===== config.mk =====
export PLATFORM = sky130hd
export DESIGN_NAME = axi_stream_extract_header_flat
export DESIGN_NICKNAME = d
export VERILOG_FILES = /design/src/rtl/axi_stream_extract_header_if.sv /design/src/rtl/axi_stream_extract_header.sv /design/src/flat_wrapper.sv
export SDC_FILE = /design/constraint.sdc
export NUM_CORES = 1
export LEC_CHECK = 0
export ABC_AREA = 1
export BUFFER_PORTS_ARGS = -buffer_cell sky130_fd_sc_hd__buf_2
export CAP_MARGIN = 20
export CORE_MARGIN = 4
export CORE_UTILIZATION = 54
export CTS_BUF_LIST = sky130_fd_sc_hd__clkbuf_8
export CTS_CLUSTER_SIZE = 30
export DETAILED_ROUTE_END_ITERATION = 12
export PLACE_DENSITY = 0.77
export SLEW_MARGIN = 20
export SYNTH_ARGS = -nofsm -noshare
export SYNTH_HDL_FRONTEND = slang
export SYNTH_SLANG_ARGS = --single-unit

===== constraint.sdc =====
create_clock -name clk -period 3.65 [get_ports clk]
set_input_delay 0.365 -clock clk [delete_from_list [all_inputs] [get_ports clk]]
set_output_delay 0.365 -clock clk [all_outputs]
set_load 0.02 [all_outputs]

===== src/rtl/axi_stream_extract_header_if.sv =====
`default_nettype none
// ============================================================================
// Module : axi_stream_extract_header_if
// Input stream, header channel and re-aligned payload channel of the header
// extractor, bundled with master (environment) and slave (extractor) views.
// Rev    : 1.0
// ============================================================================
interface axi_stream_extract_header_if #(
    parameter int DATA_WD      = 32,
    parameter int DATA_BYTE_WD = DATA_WD / 8,
    parameter int BYTE_CNT_WD  = $clog2(DATA_BYTE_WD)
);
    logic                    valid_in;
    logic [DATA_WD-1:0]      data_in;
    logic [DATA_BYTE_WD-1:0] keep_in;
    logic                    last_in;
    logic                    ready_in;
    logic [BYTE_CNT_WD:0]    byte_extract_cnt;

    logic                    valid_header;
    logic [DATA_WD-1:0]      data_header;
    logic [DATA_BYTE_WD-1:0] keep_header;
    logic                    ready_header;

    logic                    valid_out;
    logic [DATA_WD-1:0]      data_out;
    logic [DATA_BYTE_WD-1:0] keep_out;
    logic                    last_out;
    logic                    ready_out;

    modport slave (
        input  valid_in, data_in, keep_in, last_in, byte_extract_cnt,
        input  ready_header, ready_out,
        output ready_in,
        output valid_header, data_header, keep_header,
        output valid_out, data_out, keep_out, last_out
    );

    modport master (
        output valid_in, data_in, keep_in, last_in, byte_extract_cnt,
        output ready_header, ready_out,
        input  ready_in,
        input  valid_header, data_header, keep_header,
        input  valid_out, data_out, keep_out, last_out
    );
endinterface
`default_nettype wire


===== src/rtl/axi_stream_extract_header.sv =====
`default_nettype none
// ============================================================================
// Module : axi_stream_extract_header
// Strips the first N bytes of each packet onto a header channel and re-aligns
// the payload to the MSB lane. Define AXIS_EXTRACT_ERR_EN to add err_short.
// Rev    : 1.0
// ============================================================================
module axi_stream_extract_header #(
    parameter int DATA_WD      = 32,
    parameter int DATA_BYTE_WD = DATA_WD / 8,
    parameter int BYTE_CNT_WD  = $clog2(DATA_BYTE_WD)
) (
    input  wire logic clk,
    input  wire logic rst_n,
`ifdef AXIS_EXTRACT_ERR_EN
    output logic      err_short,
`endif
    axi_stream_extract_header_if.slave bus
);
    localparam int              c_CW    = BYTE_CNT_WD + 1;
    localparam logic [c_CW-1:0] c_BYTES = c_CW'(DATA_BYTE_WD);

    localparam logic [1:0] c_IDLE  = 2'd0;
    localparam logic [1:0] c_BODY  = 2'd1;
    localparam logic [1:0] c_DRAIN = 2'd2;

    logic [1:0]              r_state, w_state_nxt;
    logic [c_CW-1:0]         r_n, r_k, w_n_in, w_n_cur, w_k;
    logic [DATA_WD-1:0]      r_res;
    logic                    w_out_free, w_hdr_free, w_acc, w_short;
    logic                    w_hdr_load, w_pay_load, w_pay_last;
    logic [DATA_WD-1:0]      w_hdr_data, w_pay_data;
    logic [DATA_BYTE_WD-1:0] w_hdr_keep, w_pay_keep;

    function automatic logic [DATA_WD-1:0] shl_bytes(input logic [DATA_WD-1:0] d,
                                                     input logic [c_CW-1:0] b);
        return d << {b, 3'b000};
    endfunction

    function automatic logic [DATA_WD-1:0] shr_bytes(input logic [DATA_WD-1:0] d,
                                                     input logic [c_CW-1:0] b);
        return d >> {b, 3'b000};
    endfunction

    function automatic logic [DATA_BYTE_WD-1:0] top_mask(input logic [c_CW-1:0] m);
        logic [DATA_BYTE_WD-1:0] ones;
        ones = '1;
        return ~(ones >> m);
    endfunction

    function automatic logic [DATA_BYTE_WD-1:0] low_mask(input logic [c_CW-1:0] m);
        logic [DATA_BYTE_WD-1:0] ones;
        ones = '1;
        return ~(ones << m);
    endfunction

    // Zero or oversized header lengths collapse to a whole beat
    assign w_n_in = (bus.byte_extract_cnt == '0 || bus.byte_extract_cnt > c_BYTES)
                  ? c_BYTES : bus.byte_extract_cnt;
    assign w_n_cur    = (r_state == c_IDLE) ? w_n_in : r_n;
    assign w_short    = w_k < w_n_cur;
    assign w_out_free = !bus.valid_out || bus.ready_out;
    assign w_hdr_free = !bus.valid_header || bus.ready_header;
    assign w_acc      = bus.valid_in && bus.ready_in;

    always_comb begin
        w_k = '0;
        for (int i = 0; i < DATA_BYTE_WD; i++)
            w_k = w_k + {{(c_CW-1){1'b0}}, bus.keep_in[i]};
    end

    always_ff @(posedge clk or negedge rst_n) begin
        if (!rst_n) r_state <= c_IDLE;
        else        r_state <= w_state_nxt;
    end

    always_comb begin
        w_state_nxt = r_state;
        case (r_state)
            c_IDLE:  if (w_acc && !bus.last_in) w_state_nxt = c_BODY;
            c_BODY:  if (w_acc && bus.last_in)  w_state_nxt = (w_k > r_n) ? c_DRAIN : c_IDLE;
            c_DRAIN: if (w_out_free)            w_state_nxt = c_IDLE;
            default:                            w_state_nxt = c_IDLE;
        endcase
    end

    always_comb begin
        bus.ready_in = 1'b0;
        w_hdr_load   = 1'b0;
        w_hdr_data   = '0;
        w_hdr_keep   = '0;
        w_pay_load   = 1'b0;
        w_pay_data   = '0;
        w_pay_keep   = '0;
        w_pay_last   = 1'b0;
        case (r_state)
            c_IDLE: begin
                // A first beat may load both registers, so both slots must be free
                bus.ready_in = w_out_free && w_hdr_free;
                if (bus.valid_in && bus.ready_in) begin
                    w_hdr_load = 1'b1;
                    if (bus.last_in && w_short) begin
                        w_hdr_data = shr_bytes(bus.data_in, c_BYTES - w_k);
                        w_hdr_keep = low_mask(w_k);
                    end else begin
                        w_hdr_data = shr_bytes(bus.data_in, c_BYTES - w_n_cur);
                        w_hdr_keep = low_mask(w_n_cur);
                    end
                    if (bus.last_in && w_k > w_n_cur) begin
                        w_pay_load = 1'b1;
                        w_pay_data = shl_bytes(bus.data_in, w_n_cur);
                        w_pay_keep = top_mask(w_k - w_n_cur);
                        w_pay_last = 1'b1;
                    end
                end
            end
            c_BODY: begin
                bus.ready_in = w_out_free;
                if (bus.valid_in && bus.ready_in) begin
                    w_pay_load = 1'b1;
                    w_pay_data = r_res | shr_bytes(bus.data_in, c_BYTES - r_n);
                    w_pay_keep = '1;
                    if (bus.last_in && w_k <= r_n) begin
                        w_pay_keep = top_mask(c_BYTES - r_n + w_k);
                        w_pay_last = 1'b1;
                    end
                end
            end
            c_DRAIN: begin
                if (w_out_free) begin
                    w_pay_load = 1'b1;
                    w_pay_data = r_res;
                    w_pay_keep = top_mask(r_k - r_n);
                    w_pay_last = 1'b1;
                end
            end
            default: bus.ready_in = 1'b0;
        endcase
    end

    always_ff @(posedge clk or negedge rst_n) begin
        if (!rst_n) begin
            bus.valid_header <= 1'b0;
            bus.data_header  <= '0;
            bus.keep_header  <= '0;
            bus.valid_out    <= 1'b0;
            bus.data_out     <= '0;
            bus.keep_out     <= '0;
            bus.last_out     <= 1'b0;
            r_res            <= '0;
            r_n              <= '0;
            r_k              <= '0;
        end else begin
            if (w_hdr_load) begin
                bus.valid_header <= 1'b1;
                bus.data_header  <= w_hdr_data;
                bus.keep_header  <= w_hdr_keep;
            end else if (bus.ready_header) begin
                bus.valid_header <= 1'b0;
            end
            if (w_pay_load) begin
                bus.valid_out <= 1'b1;
                bus.data_out  <= w_pay_data;
                bus.keep_out  <= w_pay_keep;
                bus.last_out  <= w_pay_last;
            end else if (bus.ready_out) begin
                bus.valid_out <= 1'b0;
            end
            // Residual is kept left-aligned so it ORs straight into the next beat
            if (w_acc) r_res <= shl_bytes(bus.data_in, w_n_cur);
            if (w_acc && r_state == c_IDLE) r_n <= w_n_in;
            if (w_acc && bus.last_in) r_k <= w_k;
        end
    end

`ifdef AXIS_EXTRACT_ERR_EN
    logic w_cnt_bad;
    assign w_cnt_bad = (bus.byte_extract_cnt == '0) || (bus.byte_extract_cnt > c_BYTES);

    always_ff @(posedge clk or negedge rst_n) begin
        if (!rst_n) err_short <= 1'b0;
        else        err_short <= w_hdr_load && ((bus.last_in && w_short) || w_cnt_bad);
    end
`endif
endmodule
`default_nettype wire


===== src/flat_wrapper.sv =====
// flat-port wrapper written by rule: the top's interface ports become plain ports
module axi_stream_extract_header_flat 
#(
    parameter int DATA_WD      = 32,
    parameter int DATA_BYTE_WD = DATA_WD / 8,
    parameter int BYTE_CNT_WD  = $clog2(DATA_BYTE_WD)
)
  (clk, rst_n, bus_valid_in, bus_data_in, bus_keep_in, bus_last_in, bus_byte_extract_cnt, bus_ready_header, bus_ready_out, bus_ready_in, bus_valid_header, bus_data_header, bus_keep_header, bus_valid_out, bus_data_out, bus_keep_out, bus_last_out);
  axi_stream_extract_header_if #(.DATA_WD(DATA_WD), .DATA_BYTE_WD(DATA_BYTE_WD), .BYTE_CNT_WD(BYTE_CNT_WD)) bus_i ();
  input  wire logic clk;
  input  wire logic rst_n;
  input wire logic [$bits(bus_i.valid_in)-1:0] bus_valid_in;
  input wire logic [$bits(bus_i.data_in)-1:0] bus_data_in;
  input wire logic [$bits(bus_i.keep_in)-1:0] bus_keep_in;
  input wire logic [$bits(bus_i.last_in)-1:0] bus_last_in;
  input wire logic [$bits(bus_i.byte_extract_cnt)-1:0] bus_byte_extract_cnt;
  input wire logic [$bits(bus_i.ready_header)-1:0] bus_ready_header;
  input wire logic [$bits(bus_i.ready_out)-1:0] bus_ready_out;
  output wire logic [$bits(bus_i.ready_in)-1:0] bus_ready_in;
  output wire logic [$bits(bus_i.valid_header)-1:0] bus_valid_header;
  output wire logic [$bits(bus_i.data_header)-1:0] bus_data_header;
  output wire logic [$bits(bus_i.keep_header)-1:0] bus_keep_header;
  output wire logic [$bits(bus_i.valid_out)-1:0] bus_valid_out;
  output wire logic [$bits(bus_i.data_out)-1:0] bus_data_out;
  output wire logic [$bits(bus_i.keep_out)-1:0] bus_keep_out;
  output wire logic [$bits(bus_i.last_out)-1:0] bus_last_out;
  assign bus_i.valid_in = bus_valid_in;
  assign bus_i.data_in = bus_data_in;
  assign bus_i.keep_in = bus_keep_in;
  assign bus_i.last_in = bus_last_in;
  assign bus_i.byte_extract_cnt = bus_byte_extract_cnt;
  assign bus_i.ready_header = bus_ready_header;
  assign bus_i.ready_out = bus_ready_out;
  assign bus_ready_in = bus_i.ready_in;
  assign bus_valid_header = bus_i.valid_header;
  assign bus_data_header = bus_i.data_header;
  assign bus_keep_header = bus_i.keep_header;
  assign bus_valid_out = bus_i.valid_out;
  assign bus_data_out = bus_i.data_out;
  assign bus_keep_out = bus_i.keep_out;
  assign bus_last_out = bus_i.last_out;
  axi_stream_extract_header #(.DATA_WD(DATA_WD), .DATA_BYTE_WD(DATA_BYTE_WD), .BYTE_CNT_WD(BYTE_CNT_WD)) u_core (.clk(clk), .rst_n(rst_n), .bus(bus_i));
endmodule

Yosys cells after proc, flatten, opt, wreduce, memory -nomap -nowiden --
Cells that the tools add are included.
Cells by class: magnitude comparators 5, bitwise gates (word level) 6, multiply operators 0, add/sub/neg operators 9, multiplexer cells 39, shift-type cells 9, equal/unequal tests 5, reductions and logical operators 21, div/mod/pow operators 0
Operators by type and width (count):
- $mux 32 | 7
- $pmux 32 s3 | 1
- $shr 32x6->32 | 3
- $mux 4 | 8
- $or 32x32->32 | 1
- $shl 32x6->32 | 1
- $not 4->4 | 5
- $mux 1 | 12
- $pmux 4 s3 | 1
- $shr 4x3->4 const A | 3
- $logic_and 1x1->1 | 10
- $sub 3x3->3 const A | 3
- $mux 2 | 4
- $shl 4x3->4 const A | 2
- $add 3x1->3 | 2
- $gt 3x3->1 | 2
- $mux 3 | 2
- $ne 2x1->1 const B | 3
- $pmux 1 s3 | 2
- $pmux 2 s3 | 1
- $sub 3x3->3 | 2
- $reduce_bool 2->1 | 2
- $add 3x3->3 | 1
- $gt 3x3->1 const B | 1
- 11 further kinds | 15
Storage, ports and cells: logic and storage cells 105, output and inout bits 76, memory bits (writable) 0, input bits 45, memories kept 0, bits in read-only memories 0, bits in registers 115, latch bits 0

Depth between registers and ports, before layout --
Gate-level depths: netlist of the first run.
word-level depth 10, mapped depth 19

Least setup slack after synthesis of the first run --
Ideal clock, no wire load.
path type input port to flip-flop, start point input bus_keep_in[0], end point register u_core.bus.keep_out[2], data required time 3529 ps, buffers on the path 0, slack 809 ps, stages on the path 14, data arrival time 2720 ps, library setup time 121 ps, path through ha_1 -> inv_1 -> fa_1 -> inv_1 -> ha_1 -> inv_1 -> fa_1 -> xnor2_1 -> xor2_1 -> o21ai_0 -> and2_1 -> nand3_1 -> a21oi_1 -> nand2_1
Between the ends: longest elaborated chain between the ends 9, elaborated cells on any way between the ends 21, those cells by class 5 x add/sub; 2 x order compare; 2 x shift; 8 x mux; 2 x bitwise; 2 x reduce/logical
RTL lines:
- start, declared | line flat_wrapper.sv:14 | input wire logic [$bits(bus_i.keep_in)-1:0] bus_keep_in;
- $add 1x1->2 * | line axi_stream_extract_header.sv:69 | w_k = w_k + {{(c_CW-1){1'b0}}, bus.keep_in[i]};
- $add 3x1->3 * (2 in series) | line axi_stream_extract_header.sv:69
- via u_core.w_k[0] | line axi_stream_extract_header.sv:28 | logic [c_CW-1:0] r_n, r_k, w_n_in, w_n_cur, w_k;
- $add 3x3->3 / $sub 3x3->3 (equally long branches) | line axi_stream_extract_header.sv:124, axi_stream_extract_header.sv:112
- $shr 4x3->4 | line axi_stream_extract_header.sv:48 | return ~(ones >> m);
- $not 4->4 | line axi_stream_extract_header.sv:48
- $mux 4, on equally long branches | line axi_stream_extract_header.sv:123, axi_stream_extract_header.sv:109
- $mux 4, on equally long branches | line axi_stream_extract_header.sv:119, axi_stream_extract_header.sv:100
- $pmux 4 s3 | line axi_stream_extract_header.sv:96 | case (r_state)
- end signal, assigned | line axi_stream_extract_header.sv:164 | bus.keep_out <= w_pay_keep;
- end, declared | line axi_stream_extract_header_if.sv:36 | output valid_out, data_out, keep_out, last_out
Mark *: on every way through the listed nets, which the timed path passes. The rest lies on a longest branch. A chain may end at the register's enable or synchronous reset.

Final worst setup path of the first run --
start point input bus_keep_in[0], end point register u_core.bus.data_out[6]
Between the ends: longest elaborated chain between the ends 8, elaborated cells on any way between the ends 11, those cells by class 3 x add/sub; 1 x order compare; 6 x mux; 1 x reduce/logical
RTL lines:
- $add 1x1->2 * | line axi_stream_extract_header.sv:69
- $add 3x1->3 * (2 in series) | line axi_stream_extract_header.sv:69
- via u_core.w_k[1] | line axi_stream_extract_header.sv:28
- $gt 3x3->1 * | line axi_stream_extract_header.sv:109 | if (bus.last_in && w_k > w_n_cur) begin
- $logic_and 1x1->1 * | line axi_stream_extract_header.sv:109
- $mux 32 / $mux 1 (equally long branches) | line axi_stream_extract_header.sv:109
- $mux 32 / $mux 1 (equally long branches) | line axi_stream_extract_header.sv:100 | if (bus.valid_in && bus.ready_in) begin
- $pmux 32 s3 / $pmux 1 s3 (equally long branches) | line axi_stream_extract_header.sv:96
- end signal, assigned | line axi_stream_extract_header.sv:163 | bus.data_out <= w_pay_data;
- end, declared | line axi_stream_extract_header_if.sv:36
Marks and branches as above.

==> results.md, run 1 <==
* Global-route wire length before repair at 34100 um
* DR iter-0 viols at 779
* Post-synthesis mux area share at 0
* CP Capture Type: flip-flop
* Final net count at 1165
* Power Dens Cells at 944 nW/um^2
* Drt wl/cell at 16.7 um
* Area delta synth->final at 14.6%
* Clock sinks at 115
* Cell variety after synth at 42
* CTS root buf: clkbuf_8
* Hold Crit Class: in2async
* Drt drc at 0
* Main combinational cell family by area after synthesis: simple AND/OR/NAND/NOR gates
* Min Tclk post-route at 2.89 ns
* Actual slew at the worst max-slew pin at 0.930 ns
* Register area share after synthesis at 0.407
* # setup viols final at 0
* Final antenna-violating net count at 0
* Starting density of the core at 0.556
* Met3 Track Usage GR at 0.0737
* Row count at 41
* Initial antenna violation count at 1
* CP dominant cell by count: ha_1
* Post-CTS setup buffers at 0
* First-pass DRT Iterations at 6
* GR Util met1 at 0.427
* Number of port buffers at 120
* Met2 Usage GRT at 0.428
* DRT Wirelength at 21500 um
* Critical path data required time at 4.01 ns
* Synth Area in XOR/XNOR at 0.00743
* Critical path buffer and inverter count at 4
* Global routing's busiest layer: met2
* Vias per inst at 5.49
* IO Count at 121
* Synth Area in Simple Gates at 0.318
* Number of global-route vias before repair at 6508
* Async SR Flop Fraction at 1.00
* Critical path class: in2reg
* RD Place Congestion at 0.981
* Clock buffer depth at 2
* Largest net degree at the start of global routing at 73
* H-tree depth at 4
* Crit start category: input port
* Slowest cell on crit path: nor2_2
* Synth Instances at 1002
* Worst Path Arrival at 3.25 ns
* Max frequency at 0.346 GHz
* Post-CTS Hold Fix Bufs at 0
* # placed instances at 1257
* Slew Limit Fails at 0
* Setup TNS at 0 ns
* Top cell family by delay on the critical path: adder cells
* GRT Util Overall at 0.293
* Pleak at 0.00427 uW
* Die area at 15000 um^2
* Skew-Pair Late Insertion Delay at 0.45 ns
* Critical path peak fanout at 17
* Post_cts resized at 0
* Post-synthesis adder-cell area fraction at 0.0326
* RSZ-0062 raised after global routing: no
* Post-synth EDFFs at 0
* Final Cycle Share at 0.791
* Post-DP HPWL at 15400 um
* Compound-Gate Fraction of Synth Area at 0.144
* Die X at 122 um
* Rel. slew slack at 0.380
* Vias post-DR at 7076
* Max VDD drop at 0.000343 V
* Post-Syn Area per Cell at 7.06 um^2
* CTS Buf Count at 17
* GRT overflow at 0
* Final hold vios at 0
* Syn_nets at 1063
* Share of cells above drive strength 1 at 0.180
* Die Ht at 122 um
* Core footprint at 12700 um^2
* Number of synthesized register bits at 115
* CTS tree: built
* Fin cells at 1290
* Cell Chain, Critical Path: buf_2 -> ha_1 -> inv_1 -> fa_1 -> inv_1 -> ha_1 -> ha_1 -> nand4_4 -> a21oi_2 -> nor2_2 -> buf_4 -> nand2_1 -> o2111ai_1
* Top FF cell, synth: dfrtp_1
* Outcome: complete, no violations
* Max-cap violations at 0
* Clock skew at 0.0108 ns
* Synthesized area at 7070 um^2
* Reg clk slew, reported paths at 0.07 ns
* Yosys warns at 0
* Largest stage delay, worst path at 0.55 ns
==> cell families (layout without fill, tap and decap cells) <==
kind of cell               Yosys count  in the layout
and+or+nand+nor                    541            541
AOI/OAI and AO/OA                  167            167
buffers and inverters              157            272
DFF                                115            115
adders and majority gates           16             16
xor gates and xnor gates             6              6
other                                0              1
==> where the power goes <==
group | total, uW | internal (uW) | switching (uW)
sequential | 2080 | 1800 | 280
combinational | 4540 | 1370 | 3170
clock | 1020 | 489 | 536
total | 7640 | 3660 | 3990
==> final timing paths <==
path,start,to,slack [ns],depth (start not counted)
max reg2reg,u_core.r_state[1]$_DFFE_PN0P_,u_core.bus.data_out[6]$_DFFE_PN0P_,0.87,10
max,bus_keep_in[0],u_core.bus.data_out[6]$_DFFE_PN0P_,0.76,13
min in group clk,bus_ready_header,u_core.bus.valid_header$_DFFE_PN0P_,0.10,2
max in group asynchronous,rst_n,u_core.bus.data_out[4]$_DFFE_PN0P_,2.68,2
min,rst_n,u_core.r_state[1]$_DFFE_PN0P_,0.04,1
min reg2reg,u_core.bus.data_header[20]$_DFFE_PN0P_,u_core.bus.data_header[20]$_DFFE_PN0P_,0.47,2
==> area by class of cell <==
class                   count  area, um^2
diodes                      1        2.50
clock buffers              19         262
clock inverters            13        72.6
fillers                  1202        4620
inverters                 104         395
multi-input cells         730        3550
flip-flops and latches    115        2880
well taps                 172         215
repair buffers            136         723
==> state kept, by name (all words and copies together), names as in the netlist <==
signal and cells:
u_core.r_n 3, u_core.bus.keep_header 4, u_core.bus.valid_header 1, u_core.r_res 32
u_core.bus.data_out 32, u_core.r_k 3, u_core.bus.data_header 32, u_core.bus.valid_out 1
u_core.bus.last_out 1, u_core.bus.keep_out 4, u_core.r_state 2
==> layer usage <==
metal  up-vias  routed length [um]
met4         0                 501
met3        53                2010
li1       3433                   -
met1      3235                9590
met2       355                9450
met5         -                   0
==> cells in the final DEF (no fill, tap or decap), types with 4 or more instances in the layout <==
cell / synthesis / layout
nand2_1: 405 / 405
nor3_1: 9 / 9
buf_2: 18 / 119
o21ai_0: 85 / 85
nand2_2: 10 / 10
o211ai_1: 19 / 19
buf_4: 3 / 17
fa_1: 4 / 4
clkinv_2: 0 / 5
ha_1: 12 / 12
o2111ai_1: 18 / 18
o22ai_1: 12 / 12
o32ai_1: 8 / 8
nand3_1: 35 / 35
clkbuf_8: 0 / 19
a21oi_1: 14 / 14
inv_2: 6 / 6
dfrtp_1: 115 / 115
nor2_1: 51 / 50
inv_1: 97 / 101
nor2_2: 6 / 7
nand4_1: 12 / 12
==> synth_stat cells (4+ instances only) <==
master | n | area share
nand2_1 | 405 | 0.22
dfrtp_1 | 115 | 0.41
inv_1 | 97 | 0.051
o21ai_0 | 85 | 0.060
nor2_1 | 51 | 0.027
nand3_1 | 35 | 0.025
clkbuf_1 | 26 | 0.014
o211ai_1 | 19 | 0.020
buf_2 | 18 | 0.013
o2111ai_1 | 18 | 0.022
a21oi_1 | 14 | 0.0099
ha_1 | 12 | 0.021
nand4_1 | 12 | 0.011
o22ai_1 | 12 | 0.011
nand2_2 | 10 | 0.0088
nor3_1 | 9 | 0.0064
o32ai_1 | 8 | 0.0099
inv_2 | 6 | 0.0032
nor2_2 | 6 | 0.0053
buf_1 | 4 | 0.0021
fa_1 | 4 | 0.011
==> through the flow <==
| step | hold WS [ns] | utilization | area, um^2 | setup slack [ns] | total power (uW) |
|---|---|---|---|---|---|
| floorplan | 0.0694 | - | 7070 | 0.809 | 5350 |
| global route | 0.0946 | 0.637 | 8100 | 0.600 | 8280 |
| CTS | 0.0758 | 0.636 | 8100 | 0.788 | 7610 |
| finish | 0.0366 | 0.637 | 8100 | 0.763 | 7640 |
| detailed placement | 0.460 | 0.610 | 7760 | 0.310 | 6560 |
| global placement | 0.457 | 0.610 | 7760 | 0.381 | 6470 |
No activity file was read; power rests on OpenSTA's default activity.
==> inputs of run 2 (changes only) <==
Settings changed: CORE_UTILIZATION 54 to 53, PLACE_DENSITY 0.77 to 0.79.
Clock period 3.65 ns to 2.5 ns, I/O delays scaled along.
==> run 2 against run 1 <==
Net effect:
- clock power increased by 90%
- final area increased by 8.6%
- non-clock buffer count increased by 44
- sequential share of layout area decreased by 2.8 points
- register-to-register slack got worse by 0.82 ns
- die area increased by 1.8%
- hold slack improved by 0.022 ns
- critical path type is now reg2reg
- first-iteration DRC count increased by 20%
- critical path depth increased by 3
- utilization increased by 5.0 points
==> results.md, run 2 (synthesis gave the netlist of run 1 again) <==
* Outcome: complete, no violations
* Final total power at 12800 uW
* CTS root buf: clkbuf_8
* Hold Crit Class: in2reg
* Skew-Pair Late Insertion Delay at 0.46 ns
* CP dominant cell by count: nand2_1
* Max frequency at 0.408 GHz
* Reg clk slew, reported paths at 0.07 ns
* Largest net degree at the start of global routing at 56
* Power Dens Cells at 1450 nW/um^2
* Critical path class: reg2reg
* Setup TNS at 0 ns
* Crit start category: flip-flop
* Commonest non-fill, non-tap cell in the layout: nand2_1
* Launch point of the worst reg-to-reg path: u_core.r_state[1]$_DFFE_PN0P_
* WHS Endpoint: u_core.r_n[0]$_DFFE_PN0P_
* DRT Wirelength at 22900 um
* Core footprint at 12800 um^2
* Commonest cells after routing, fill and taps aside: nand2_1, buf_2, dfrtp_1
* Final hold vios at 0
* Vias per inst at 5.64
* Die area at 15300 um^2
* Clock skew at 0.00892 ns
* Clock buffer depth at 2
* Ant. Diodes at 0
* Cell Chain, Critical Path: nor2_4 -> o21ai_1 -> nand2_1 -> inv_2 -> ha_1 -> inv_2 -> nand4_4 -> nand3_4 -> nand2_2 -> nand2_4 -> nand2_2 -> nand2_4 -> clkbuf_16 -> nand2_1 -> nand3_1 -> nand2_1
* R2r endpoint: u_core.bus.data_header[8]$_DFFE_PN0P_
* Actual slew at the worst max-slew pin at 0.547 ns
* Min Tclk post-route at 2.45 ns
* Fillers at 1088
* Number of port buffers at 120
* Die Ht at 124 um
* Critical path peak fanout at 12
* First-pass DRT Iterations at 7
* Slowest cell on crit path: dfrtp_2
* IO Count at 121
* Final Cycle Share at 0.980
* Rel. slew slack at 0.635
* RD Place Congestion at 0.969
* Row count at 41
* Hold path cells at 3
* GRT overflow at 0
* Dpl cell area at 8180 um^2
* Final core occ at 0.686
* Initial antenna violation count at 0
* CP Capture Type: flip-flop
* Area delta synth->final at 24.5%
* R2R depth at 16
* Clock sinks at 115
* Critical path data required time at 2.85 ns
* CTS Buf Count at 17
* Max-cap violations at 0
* Global-route wire length before repair at 35000 um
* Drt wl/cell at 17.1 um
* Largest stage delay, worst path at 0.44 ns
* Die X at 124 um
* Pleak at 0.00461 uW
* Final net count at 1211
* Starting density of the core at 0.551
* Share of cells above drive strength 1 at 0.231
* Cell area after layout at 8800 um^2
* CTS tree: built
* Final antenna-violating net count at 0
* Largest registers: u_core.bus.data_header: 32 flops, u_core.bus.data_out: 32 flops, u_core.r_res: 32 flops
* Final hold slack at 0.0587 ns
* Vias post-DR at 7534
* # setup viols final at 0
* Max VDD drop at 0.000899 V
* Number of global-route vias before repair at 6847
* H-tree depth at 4
* DR iter-0 viols at 933
* R2R Setup Slk at 0.05 ns
* Drt drc at 0
* HP Start: bus_byte_extract_cnt[0]
* Post-DP HPWL at 16000 um
* GRT Util Overall at 0.296
* Worst Path Arrival at 2.80 ns
* Slew Limit Fails at 0
-- run 2: cell count changes in the layout (fill, tap and decap cells not counted), sizes merged --
cell / before / now
buf: 136 / 175
bufinv: 0 / 4
clkbuf: 19 / 23
clkinvlp: 2 / 0
dlygate4sd3: 0 / 2
inv: 107 / 105
nand2: 418 / 420
clkinv: 8 / 7
diode: 1 / 0
-- run 2: worst max-delay path by stage --
| stage | start | endpoint | slack [ns] | cells past startpoint |
|---|---|---|---|---|
| 4_1_cts | u_core.r_state[0]$_DFFE_PN0P_ | u_core.bus.data_header[0]$_DFFE_PN0P_ | 0.07 | 15 |
| 2_1_floorplan | bus_keep_in[1] | u_core.bus.keep_out[2]$_DFFE_PN0P_ | -0.02 | 14 |
| 3_3_place_gp | bus_keep_in[1] | u_core.bus.keep_out[3]$_DFFE_PN0P_ | -0.24 | 12 |
| 3_5_place_dp | bus_keep_in[0] | u_core.bus.keep_out[3]$_DFFE_PN0P_ | -0.30 | 13 |
| 6_report | u_core.r_state[1]$_DFFE_PN0P_ | u_core.bus.data_header[8]$_DFFE_PN0P_ | 0.05 | 16 |
| 5_1_grt | u_core.r_state[1]$_DFFE_PN0P_ | u_core.bus.data_header[8]$_DFFE_PN0P_ | -0.06 | 16 |
-- run 2: through the flow --
stage	setup slack, ns	cells
after floorplan	-0.0244	1002
after global placement	-0.237	1292
after detailed placement	-0.300	1292
after CTS	0.0737	1326
after global routing	-0.0563	1335
final	0.0499	1335
-- run 2: layout make-up --
cell class	instances	area, um^2	area share
well taps	172	215	0.0245
repair buffers	180	1190	0.135
clock buffers	20	275	0.0313
clock inverters	12	161	0.0183
flip-flops and latches	115	2880	0.327
inverters	104	395	0.0449
multi-input cells	732	3690	0.419
-- run 2: report_power, final --
| group | internal [uW] | switching, uW |
|---|---|---|
| Combinational | 2740 | 5030 |
| Sequential | 2620 | 424 |
| Clock | 1150 | 787 |
-- run 2: repair_timing --
action                                  4_1_cts  5_1_grt
hold endpoints to repair                     35        0
hold buffers                                  2        0
gates resized for setup                       0       14
endpoints found under the setup margin        0       24
setup buffers                                 0        4
-- run 2: critical path: cells and delay by family, from the launching register on --
| family | cells | cell delay [ns] |
|---|---|---|
| AND/OR/NAND/NOR | 11 | 1.28 |
| flip-flops | 1 | 0.44 |
| buffers and inverters | 3 | 0.33 |
| adder cells (fa/ha/maj) | 1 | 0.18 |
| AO/OA/AOI/OAI | 1 | 0.10 |
-- run 2: layer usage --
metal | global-route usage | share of wire | vias up
met2 | 0.455 | 0.45 | 450
met4 | 0.101 | 0.033 | 0
met5 | 0 | 0 | -
met3 | 0.0855 | 0.10 | 76
met1 | 0.404 | 0.41 | 3483
li1 | - | - | 3525
==> inputs of run 3 (changes only) <==
Settings changed: CORE_UTILIZATION 53 to 40, PLACE_DENSITY 0.79 to default, PLACE_DENSITY_LB_ADDON from default to 0.1, REMOVE_ABC_BUFFERS from default to 1.
==> run 3 against run 2 <==
Net effect:
- utilization decreased by 15 points
- sequential share of layout area decreased by 1.8 points
- combinational power increased by 15%
- first-iteration DRC count decreased by 35%
- count of clock-buffer cells in the layout decreased by 2
==> results.md, run 3 (synthesis gave the netlist of run 1 again) <==
* Switching power share of the total at 0.497
* Reg clk slew, reported paths at 0.07 ns
* Hold Crit Class: in2reg
* Area delta synth->final at 31.9%
* CTS Buf Count at 17
* GRT Util Overall at 0.247
* Hold path cells at 3
* Pleak at 0.00480 uW
* Vias post-DR at 7296
* Min Tclk post-route at 2.48 ns
* Die Ht at 141 um
* Worst Path Arrival at 2.83 ns
* Rel. slew slack at 0.519
* Global-route wire length before repair at 38200 um
* Final core occ at 0.539
* Commonest non-fill, non-tap cell in the layout: nand2_1
* Setup TNS at 0 ns
* Die area at 19900 um^2
* Top cell family by delay on the critical path: adder cells
* Number of port buffers at 120
* CTS root buf: clkbuf_8
* Largest stage delay, worst path at 0.38 ns
* Crit start category: input port
* Starting density of the core at 0.409
* Clock buffer depth at 2
* Outcome: complete, no violations
* RSZ-0062 raised after global routing: yes
* Core footprint at 17300 um^2
* Power Dens Cells at 1470 nW/um^2
* Clock skew at 0.0146 ns
* Clk pwr share at 0.128
* Seq pwr share at 0.222
* # setup viols final at 0
* Final total power at 13700 uW
* CP Capture Type: flip-flop
* Slowest cell on crit path: fa_2
* Final antenna-violating net count at 0
* Initial antenna violation count at 0
* Critical path peak fanout at 6
* Crit path depth at 20
* Fillers at 1733
* Slew Limit Fails at 0
* Critical path data required time at 2.85 ns
* Skew-Pair Late Insertion Delay at 0.46 ns
* DR iter-0 viols at 606
* Critical path buffer and inverter count at 7
* Final net count at 1243
* IO Count at 121
* DRT Wirelength at 24700 um
* Drt drc at 0
* RD Place Congestion at 0.850
* Critical path class: in2reg
* Cell Chain, Critical Path: buf_6 -> ha_4 -> inv_2 -> fa_2 -> inv_4 -> ha_4 -> ha_4 -> buf_6 -> nand4_4 -> buf_6 -> nand3_4 -> nand2_2 -> nand2_4 -> buf_8 -> clkbuf_16 -> nand2_2 -> nand2_2 -> nand2_1 -> nand3_1 -> nand2_1
* Actual slew at the worst max-slew pin at 0.720 ns
* Launch point of the worst reg-to-reg path: u_core.r_state[1]$_DFFE_PN0P_
* GRT overflow at 0
* Number of global-route vias before repair at 6871
* Worst Setup SP: bus_keep_in[0]
* Row count at 48
* First-pass DRT Iterations at 5
* R2R depth at 18
* Final hold vios at 0
* Largest net degree at the start of global routing at 43
* H-tree depth at 4
* Logic pwr share at 0.651
* Clock sinks at 115
* Net Sw Power at 6810 uW
* Max frequency at 0.403 GHz
* Largest registers: u_core.bus.data_header: 32 flops, u_core.bus.data_out: 32 flops, u_core.r_res: 32 flops
* Max VDD drop at 0.000961 V
* Die X at 141 um
* Share of cells above drive strength 1 at 0.285
* Ant. Diodes at 0
* Total internal power at 6890 uW
* Max-cap violations at 0
* Final Cycle Share at 0.993
* Post-DP HPWL at 15700 um
* Commonest cells after routing, fill and taps aside: nand2_1, buf_2, dfrtp_1
* HP Start: bus_data_in[31]
* Vias per inst at 5.14
* CTS tree: built
* Drt wl/cell at 17.4 um
==> run 3: power by group through the flow <==
stage	logic [uW]	clock network, uW	registers (uW)
floorplan	3810	0	3680
global placement	7640	0	3060
detailed placement	7690	0	3050
CTS	8210	1790	3030
global route	9750	1870	3120
finish	8910	1750	3040
==> run 3: area by class of cell <==
cell class,instances,area [um^2],share of cell area
clock inverter,14,136,0.0146
inverter,104,398,0.0427
sequential,115,2880,0.309
tap,225,282,0.0302
clock buffer,18,248,0.0266
timing repair buffer,212,1520,0.163
multi-input combinational,732,3860,0.414
==> run 3: per-layer routing <==
metal,part of all wire,vias to the layer above,wire [um],track usage
met1,0.48,3437,11800,0.355
met4,0.014,0,352,0.0535
met5,0,-,0,0
met2,0.45,229,11000,0.387
met3,0.062,28,1520,0.0485
li1,-,3602,-,-
==> run 3: path summary, 6_finish.rpt <==
check	endpoint	slack (ns)
max in group asynchronous	u_core.bus.data_out[27]$_DFFE_PN0P_	1.46
worst max-delay path	u_core.bus.data_header[6]$_DFFE_PN0P_	0.02
worst max register to register	u_core.bus.data_header[6]$_DFFE_PN0P_	0.08
min in group asynchronous	u_core.r_res[16]$_DFFE_PN0P_	0.34
worst min register to register	u_core.bus.data_header[2]$_DFFE_PN0P_	0.47
worst min-delay path	u_core.bus.data_header[31]$_DFFE_PN0P_	0.13
==> run 3: what timing repair did <==
action / CTS / global route
pin swaps: 7 / 52
setup endpoints to repair: 70 / 65
hold endpoints to repair: 40 / 0
resized for setup: 24 / 74
setup buffers: 7 / 4
gates cloned: 3 / 4
hold buffers: 2 / 0
==> run 3: worst register-to-register path: cells and delay by family (launching register included) <==
kind,cells,cell delay [ns]
and+or+nand+nor,11,1.06
buffers and inverters,5,0.57
DFF,1,0.43
adders and majority gates,1,0.16
AOI/OAI and AO/OA,1,0.08
==> run 3: through the flow <==
stage | setup slack, ns | hold WS [ns] | cells | cell area (um^2)
2_1_floorplan | -1.95 | -0.0456 | 949 | 6820
3_3_place_gp | -0.806 | 0.297 | 1370 | 8370
3_5_place_dp | -0.812 | 0.298 | 1370 | 8370
4_1_cts | -0.00476 | 0.116 | 1414 | 8990
5_1_grt | -0.0749 | 0.139 | 1420 | 9320
6_report | 0.0166 | 0.130 | 1420 | 9320
